<file path="src/rtl/mem_arbiter_pkg.sv">
// Shared definitions for the two-cache memory arbiter: op and state encodings, bus widths.
// The optional busy timeout is enabled with the ARB_TIMEOUT_EN macro.
package mem_arbiter_pkg;

    localparam int unsigned IOSTATEWIDTH = 2;
    localparam int unsigned ADDRWIDTH    = 8;
    localparam int unsigned WORDWIDTH    = 16;

    localparam logic [IOSTATEWIDTH-1:0] IDEL   = 2'b00;
    localparam logic [IOSTATEWIDTH-1:0] RD     = 2'b01;
    localparam logic [IOSTATEWIDTH-1:0] WT     = 2'b10;
    localparam logic [IOSTATEWIDTH-1:0] ILLGL  = 2'b11;

    typedef enum logic [1:0] {
        IDLE = 2'b00,
        BUSY = 2'b01,
        DONE = 2'b10
    } arb_state_e;

    function automatic logic is_op(input logic [IOSTATEWIDTH-1:0] rw);
        return (rw == RD) || (rw == WT);
    endfunction

endpackage

</file>
<file path="src/rtl/mem_arbiter_rr_pick.sv">
// Two-way round-robin pick: on a tie the requester that was not served last wins.
// grant 0 selects A, 1 selects B; valid is high when anyone is eligible.
module arb_rr_pick (
    input  logic eligA,
    input  logic eligB,
    input  logic last,
    output logic grant,
    output logic valid
);

    always_comb begin
        valid = eligA | eligB;
        grant = (eligA && eligB) ? ~last : eligB;
    end

endmodule

</file>
<file path="src/rtl/mem_arbiter.sv">
// Arbitrates two cache ports onto one memory port with an IDLE/BUSY/DONE handshake.
// Define ARB_TIMEOUT_EN to abort a BUSY transaction after TIMEOUT cycles without an ack.
module mem_arbiter
    import mem_arbiter_pkg::*;
#(
    parameter int unsigned TIMEOUT = 64,
    parameter int unsigned CNTW    = 8
) (
    input  logic                    clk,
    input  logic                    reset,
    input  logic [IOSTATEWIDTH-1:0] rwFromCacheA,
    input  logic [ADDRWIDTH-1:0]    addrFromCacheA,
    input  logic [WORDWIDTH-1:0]    dataFromCacheA,
    output logic [WORDWIDTH-1:0]    dataToCacheA,
    output logic                    doneToCacheA,
    input  logic [IOSTATEWIDTH-1:0] rwFromCacheB,
    input  logic [ADDRWIDTH-1:0]    addrFromCacheB,
    input  logic [WORDWIDTH-1:0]    dataFromCacheB,
    output logic [WORDWIDTH-1:0]    dataToCacheB,
    output logic                    doneToCacheB,
    output logic [IOSTATEWIDTH-1:0] rwToMem,
    output logic [ADDRWIDTH-1:0]    addrToMem,
    output logic [WORDWIDTH-1:0]    dataToMem,
    input  logic [WORDWIDTH-1:0]    dataFromMem,
    input  logic                    doneFromMem,
    output logic                    owner,
    output logic [1:0]              errFlags
);

    arb_state_e              r_state, w_state_next;
    logic [IOSTATEWIDTH-1:0] r_rw;
    logic [ADDRWIDTH-1:0]    r_addr;
    logic [WORDWIDTH-1:0]    r_data;
    logic [WORDWIDTH-1:0]    r_rd_a, r_rd_b;
    logic                    r_owner;
    logic                    r_err_ill;
    logic                    w_err_to;
    logic                    w_elig_a, w_elig_b, w_grant, w_valid;
    logic                    w_start, w_mem_done, w_timeout, w_finish;

    assign w_elig_a = is_op(rwFromCacheA);
    assign w_elig_b = is_op(rwFromCacheB);

    arb_rr_pick u_pick (
        .eligA (w_elig_a),
        .eligB (w_elig_b),
        .last  (r_owner),
        .grant (w_grant),
        .valid (w_valid)
    );

    assign w_start    = (r_state == IDLE) && w_valid;
    assign w_mem_done = (r_state == BUSY) && doneFromMem;
    assign w_finish   = w_mem_done || w_timeout;

    // State register
    always_ff @(posedge clk or posedge reset) begin
        if (reset) r_state <= IDLE;
        else       r_state <= w_state_next;
    end

    // Next-state logic
    always_comb begin
        w_state_next = r_state;
        unique case (r_state)
            IDLE:    if (w_start)  w_state_next = BUSY;
            BUSY:    if (w_finish) w_state_next = DONE;
            DONE:    w_state_next = IDLE;
            default: w_state_next = IDLE;
        endcase
    end

    // Outputs: the done pulse is simply the single DONE cycle steered to the grantee
    always_comb begin
        doneToCacheA = (r_state == DONE) && !r_owner;
        doneToCacheB = (r_state == DONE) && r_owner;
        rwToMem      = r_rw;
        addrToMem    = r_addr;
        dataToMem    = r_data;
        dataToCacheA = r_rd_a;
        dataToCacheB = r_rd_b;
        owner        = r_owner;
        errFlags     = {w_err_to, r_err_ill};
    end

    always_ff @(posedge clk or posedge reset) begin
        if (reset) begin
            r_rw      <= IDEL;
            r_addr    <= '0;
            r_data    <= '0;
            r_rd_a    <= '0;
            r_rd_b    <= '0;
            r_owner   <= 1'b1;
            r_err_ill <= 1'b0;
        end else begin
            if ((r_state == IDLE) && ((rwFromCacheA == ILLGL) || (rwFromCacheB == ILLGL))) begin
                r_err_ill <= 1'b1;
            end
            if (w_start) begin
                r_owner <= w_grant;
                r_rw    <= w_grant ? rwFromCacheB   : rwFromCacheA;
                r_addr  <= w_grant ? addrFromCacheB : addrFromCacheA;
                r_data  <= w_grant ? dataFromCacheB : dataFromCacheA;
            end
            if (w_finish) begin
                r_rw <= IDEL;
            end
            if (w_mem_done && (r_rw == RD)) begin
                if (r_owner) r_rd_b <= dataFromMem;
                else         r_rd_a <= dataFromMem;
            end
        end
    end

`ifdef ARB_TIMEOUT_EN
    localparam logic [CNTW-1:0] CNT_LAST = CNTW'(TIMEOUT - 1);

    logic [CNTW-1:0] r_cnt;
    logic            r_err_to;

    // Fires on the TIMEOUT-th BUSY cycle; a same-edge memory ack wins
    assign w_timeout = (r_state == BUSY) && !doneFromMem && (r_cnt == CNT_LAST);
    assign w_err_to  = r_err_to;

    always_ff @(posedge clk or posedge reset) begin
        if (reset) begin
            r_cnt    <= '0;
            r_err_to <= 1'b0;
        end else begin
            if (w_start)                r_cnt <= '0;
            else if (r_state == BUSY)   r_cnt <= r_cnt + 1'b1;
            if (w_timeout)              r_err_to <= 1'b1;
        end
    end
`else
    logic [31:0] w_unused_cfg;

    assign w_unused_cfg = TIMEOUT + CNTW;
    assign w_timeout    = 1'b0;
    assign w_err_to     = 1'b0;
`endif

endmodule
</file>
<file path="config.mk">
export PLATFORM = sky130hd
export DESIGN_NAME = mem_arbiter
export DESIGN_NICKNAME = d
export VERILOG_FILES = /design/src/rtl/mem_arbiter_pkg.sv /design/src/rtl/mem_arbiter_rr_pick.sv /design/src/rtl/mem_arbiter.sv
export SDC_FILE = /design/constraint.sdc
export NUM_CORES = 1
export LEC_CHECK = 0
export CAP_MARGIN = 20
export CORE_MARGIN = 5
export CORE_UTILIZATION = 37
export DETAILED_ROUTE_END_ITERATION = 10
export PLACE_DENSITY = 0.85
export SYNTH_ARGS = -nofsm -noshare
export SYNTH_HDL_FRONTEND = slang
export SYNTH_SLANG_ARGS = --single-unit
</file>
<file path="constraint.sdc">
create_clock -name clk -period 1.8 [get_ports clk]
set_input_delay 0.18 -clock clk [delete_from_list [all_inputs] [get_ports clk]]
set_output_delay 0.18 -clock clk [all_outputs]
set_load 0.05 [all_outputs]
</file>
==> impl_metrics.toml, run 1 <==
[worst_hold_path]
hold_path_class = "in -> async"

[critical_path]
cp_slowest_cell = "clkdlybuf4s50_1"
r2r_start = "owner"
worstPathCellList = "clkdlybuf4s50_1"
crit_required_ps = 1620
crit_start = "rwToMem[1]"
cpLargestDelayFamily = "buffers and inverters"
slowest_delay_ps = 830
start_kind = "flop"
cp-end-kind = "output pin"
crit_type = "reg -> out"
cp.arrival_ps = 1570
cp_max_fo = 4
path_buf_inv = 1

[routing]
wire_per_inst_um = 16.37
drc = 0
ant_nets = 0
routed_wl_um = 7006
drt_iter0_markers = 44
routed_via_density = 4.610
vias = 1973
first_pass_iters = 4

[logic_synthesis]
synthMuxAreaShare_pct = 35.57
yosysWarnings = 0
synth_fa_ha_area_share_pct = 0.9005
netlist_instances = 179
synth_compound_gate_area_share_pct = 0.6303
ys_seq_area_share_pct = 55.88
synth_top_family_by_area = "multiplexers"
synth-simple-area-share_pct = 3.647
ys_types = 22
synth-xor-area-share_pct = 0
synth-seq-cells = 62
syn_avg_cell_area_um2 = 15.52
synth_fp_nets = 252
synth_area_mm2 = 0.002779

[clock_network]
cts_resized = 0
clkSinkCount = 62
cts.reportedPaths.clkPinSlew_ps = 70
h-tree-depth = 3
clk_latency_ps = 320
clockRootBuffer = "clkbuf_8"
cts_tree = "built"
cts_buffer_depth = 2
postCtsSetupRepairBufs = 0
ctsHoldBuffers = 0
numCtsBuffers = 9

[die]
initial_core_util_pct = 38.11
die_w_um = 96.67
die-height_um = 96.67
rows = 31
dieArea_mm2 = 0.009344
io_pins = 134
core-area_mm2 = 0.007292

[finish]
final_util_pct = 63.40
fin_nets = 397
stdcell_area_mm2 = 0.004623
drive_above_1_share_pct = 37.08
areaGrowthSynthToFinish_pct = 66.37
final_common_cell = "clkdlybuf4s50_1"
insertedDiodeCount = 0
final_cell_mix = "clkdlybuf4s50_1 (128), dfrtp_1 (59), mux2_2 (50), mux2_4 (30)"

[sta]
finalSetupViolations = 0
max-slew-margin-rel_pct = 65.11
period_needed_ps = 1748
worstMarginPinSlew_ps = 521.8
clock.fmax_ghz = 0.5722
fin_crit_sh_pct = 97.09
fin_worst_skew_ps = 10.22
rsz0062_at_grt = "no"
hold_ws_ps = 250.3
slew_viol_final = 0
finalHoldViolations = 0

[pwr]
p_seq_share_pct = 26.6
netSwitchingFraction_pct = 44.18
power.leakage_uw = 0.002048
peakVddDrop_mv = 1.025
clkPwrFrac_pct = 14.3
power_density_mw_per_mm2 = 2005
p_int_uw = 5175
comb_power_share_pct = 59.1
p_switching_uw = 4097

[global_route]
antenna_found_initial = 0
track_usage_pct = 15.40
grt_pass1_vias = 2296
grt_max_degree = 63
grt_pass1_wl_um = 11670
gr-total-overflow = 0

[placed_design]
hpwl_um = 5312
gp_congestion = 0.7257
io_buffers = 132
postPlaceCellArea_mm2 = 0.004408

[run_status]
status = "finished, final reports clean"

[job]
maxCapViolations = 0
[state kept, by name (all words and copies together), names as in the netlist]
name	cells
owner	1
dataToCacheA	16
dataToCacheB	16
addrToMem	8
dataToMem	16
rwToMem	2
r_err_ill	1
r_state	2
[synth_stat cells (all sizes together)]
library cell / number / area share, %
mux2i: 5 / 1.8
mux2: 80 / 34
buf: 9 / 2.6
nand2: 3 / 0.41
a21bo: 1 / 0.36
inv: 4 / 0.54
o31ai: 1 / 0.27
conb: 1 / 0.13
or2: 1 / 0.23
nor2: 2 / 0.27
or4b: 1 / 0.50
clkbuf: 1 / 0.13
nor3b: 3 / 0.81
dfstp: 1 / 0.95
nor3: 2 / 0.72
nand3b: 1 / 0.72
ha: 2 / 0.90
dfrtp: 61 / 55
[worst paths after layout]
path                                      to  slack (ps)  cells after the start
worst min-delay path            addrToMem[3]         250                      3
worst min register to register     r_err_ill         480                      2
min in group clk                   r_err_ill         480                      2
max in group asynchronous              owner        1220                      3
worst max register to register  addrToMem[2]          50                      4
worst max-delay path              rwToMem[1]          50                      1
[layout make-up]
class,instances,area [um^2]
fillers,608,2669
flip-flops and latches,62,1559
repair buffers,144,1476
multi-input cells,103,1234
clock buffers,12,145.1
well taps,99,123.9
clock inverters,4,70.07
inverters,4,15.01
[logic make-up after synthesis]
logic type | count (synthesis)
DFF | 62
and+or+nand+nor | 13
buffers and inverters | 14
muxes | 85
adders and majority gates | 2
AOI/OAI and AO/OA | 2
other | 1
[metal layers]
layer | track usage [%] | up-vias | wire [um]
met2 | 26.75 | 80 | 3590
met1 | 17.44 | 964 | 2840
met3 | 6.043 | 9 | 493
li1 | - | 920 | -
met5 | 0 | - | 0
met4 | 4.536 | 0 | 81
[power by group through the flow]
| stage | logic, uW | registers [uW] | clock network, uW |
|---|---|---|---|
| finish | 5480 | 2460 | 1330 |
| global route | 5710 | 2570 | 1460 |
| CTS | 5540 | 2470 | 1380 |
| detailed placement | 5530 | 2480 | 0 |
| global placement | 5470 | 2450 | 0 |
| floorplan | 1410 | 4700 | 0 |
[tightest hold or removal path, delay by kind of cell]
family	cells	cell delay, ps
buffers and inverters	3	790
[metrics by stage]
stage | total power [uW] | std cells | setup slack (ps) | TNS [ps]
after floorplan | 6113 | 179 | -56.51 | -697.0
after detailed placement | 8016 | 412 | -271.8 | -8735
after CTS | 9391 | 428 | 29.24 | 0
after global routing | 9727 | 428 | 1.827 | 0
after global placement | 7918 | 412 | -249.6 | -7551
final | 9272 | 428 | 52.32 | 0
Power figures use the tool's default switching activity.
==> inputs of run 2 (changes only) <==
--- a/config.mk
+++ b/config.mk
@@ -10,6 +10,7 @@
 export CORE_UTILIZATION = 37
 export DETAILED_ROUTE_END_ITERATION = 10
 export PLACE_DENSITY = 0.85
+export SETUP_SLACK_MARGIN = 0.15
 export SYNTH_ARGS = -nofsm -noshare
 export SYNTH_HDL_FRONTEND = slang
 export SYNTH_SLANG_ARGS = --single-unit
==> run 2 against run 1 <==
Compared with the run above: utilization is 3.8 points higher; setup slack worse by 2.9 ps; register-to-register slack hardly changed; sequential share of layout area is 1.9 points lower; critical endpoint is now addrToMem[5].
==> impl_metrics.toml, run 2 (synthesis results as in run 1) <==
[critical_path]
crit_required_ps = 2020
cp.arrival_ps = 1970
r2r_start = "owner"
crit_start = "owner"
rr_worst_depth = 5
reg2reg_slack_ps = 50
rr_endpoint = "addrToMem[5]"
cp_max_fo = 5
crit_type = "reg -> reg"
start_kind = "flop"
cp-end-kind = "flop"

[global_route]
antenna_found_initial = 0
track_usage_pct = 16.74
grt_max_degree = 29
gr-total-overflow = 0
grt_pass1_wl_um = 12480
grt_pass1_vias = 2376

[die]
dieArea_mm2 = 0.009344
io_pins = 134
die-height_um = 96.67
die_w_um = 96.67
core-area_mm2 = 0.007292
initial_core_util_pct = 38.11
rows = 31

[pwr]
power.leakage_uw = 0.002392
peakVddDrop_mv = 1.101
power_density_mw_per_mm2 = 1928
totalPowerFinal_uw = 9450

[finish]
fin_nets = 406
final_cell_mix = "mux2_4 (66), clkdlybuf4s50_1 (66), dlygate4sd2_1 (60), dfrtp_1 (59), mux2_2 (14)"
final_util_pct = 67.21
drive_above_1_share_pct = 40.24
insertedDiodeCount = 0
nFillCells = 539
areaGrowthSynthToFinish_pct = 76.36

[routing]
routed_via_density = 4.725
drt_iter0_markers = 18
first_pass_iters = 4
drc = 0
routed_wl_um = 7974
vias = 2065
ant_nets = 0
wire_per_inst_um = 18.25

[placed_design]
hpwl_um = 5498
gp_congestion = 0.7334
io_buffers = 132

[worst_hold_path]
hold_path_class = "in -> async"

[clock_network]
cts_tree = "built"
clk_latency_ps = 330
h-tree-depth = 3
clkSinkCount = 62
numCtsBuffers = 9
cts_buffer_depth = 2
clockRootBuffer = "clkbuf_8"
cts.reportedPaths.clkPinSlew_ps = 70

[sta]
fin_worst_skew_ps = 9.272
fin_crit_sh_pct = 97.26
rsz0062_at_grt = "yes"
finalHoldViolations = 0
clock.fmax_ghz = 0.5712
worstMarginPinSlew_ps = 521.0
finalSetupViolations = 0
slew_viol_final = 0
hold_ws_ps = 237.6
period_needed_ps = 1751
max-slew-margin-rel_pct = 65.19

[run_status]
status = "finished, final reports clean"

[job]
maxCapViolations = 0
==> run 2: changes by cell type in the layout (fill, tap and decap cells not counted), sizes merged <==
cell,delta
clkinv,+1
buf,+9
inv,-1
dlygate4sd2,+60
clkdlybuf4s50,-62
clkinvlp,+2
==> run 2: stage by stage <==
step	TNS [ps]	cells	worst slack [ps]	area (um^2)
after global placement	-7941	411	-269.5	4459
after global routing	0	437	16.52	4901
after CTS	0	433	49.06	4727
after detailed placement	-9279	411	-326.2	4459
after floorplan	-678.0	179	-62.17	2964
final	0	437	49.37	4901
==> run 2: metal layers <==
layer | part of all wire, % | global-route usage [%] | wire, um
met5 | 0 | 0 | 0
met4 | 1.5 | 6.048 | 123
met3 | 7.8 | 8.129 | 620
met2 | 52 | 29.03 | 4182
met1 | 38 | 17.53 | 3048
==> run 2: critical path, cell delays in order, from the launching register on <==
cell and delay [ps]:
dfstp_4 640, a21bo_4 170, buf_12 120, clkbuf_16 150, mux2_4 300, mux2_4 260
==> run 2: repair_timing <==
| action | CTS | global route |
|---|---|---|
| pin swaps | 5 | 6 |
| endpoints found under the setup margin | 110 | 58 |
| gates cloned | 2 | 2 |
| resized for setup | 67 | 28 |
| setup buffers | 4 | 2 |
| hold buffers | 0 | 0 |
==> run 2: area by class of cell <==
cell class              count  area, um^2  area share, %
inverters                   4       21.27         0.4340
multi-input cells         103        1395          28.47
repair buffers            153        1588          32.40
clock inverters             6       86.33          1.762
clock buffers              10       127.6          2.604
flip-flops and latches     62        1559          31.81
well taps                  99       123.9          2.527
==> run 2: how the worst max path moves through the flow <==
stage                   end  slack, ps  depth (start not counted)
2_1_floorplan  addrToMem[0]        -60                          5
3_3_place_gp   dataToMem[7]       -270                          6
3_5_place_dp   dataToMem[8]       -330                          6
4_1_cts        dataToMem[6]         50                          5
5_1_grt        addrToMem[5]         20                          5
6_report       addrToMem[5]         50                          5
==> run 2: where the power goes <==
group          internal [uW]  switching, uW
clock network            777            545
logic                   2280           3390
registers               2070            380
total                   5130           4320
==> inputs of run 3 (changes only) <==
--- a/config.mk
+++ b/config.mk
@@ -5,7 +5,6 @@
 export SDC_FILE = /design/constraint.sdc
 export NUM_CORES = 1
 export LEC_CHECK = 0
-export CAP_MARGIN = 20
 export CORE_MARGIN = 5
 export CORE_UTILIZATION = 37
 export DETAILED_ROUTE_END_ITERATION = 10
==> results of run 3 <==
The final DEF is identical to that of run 2; final timing and power are the same.
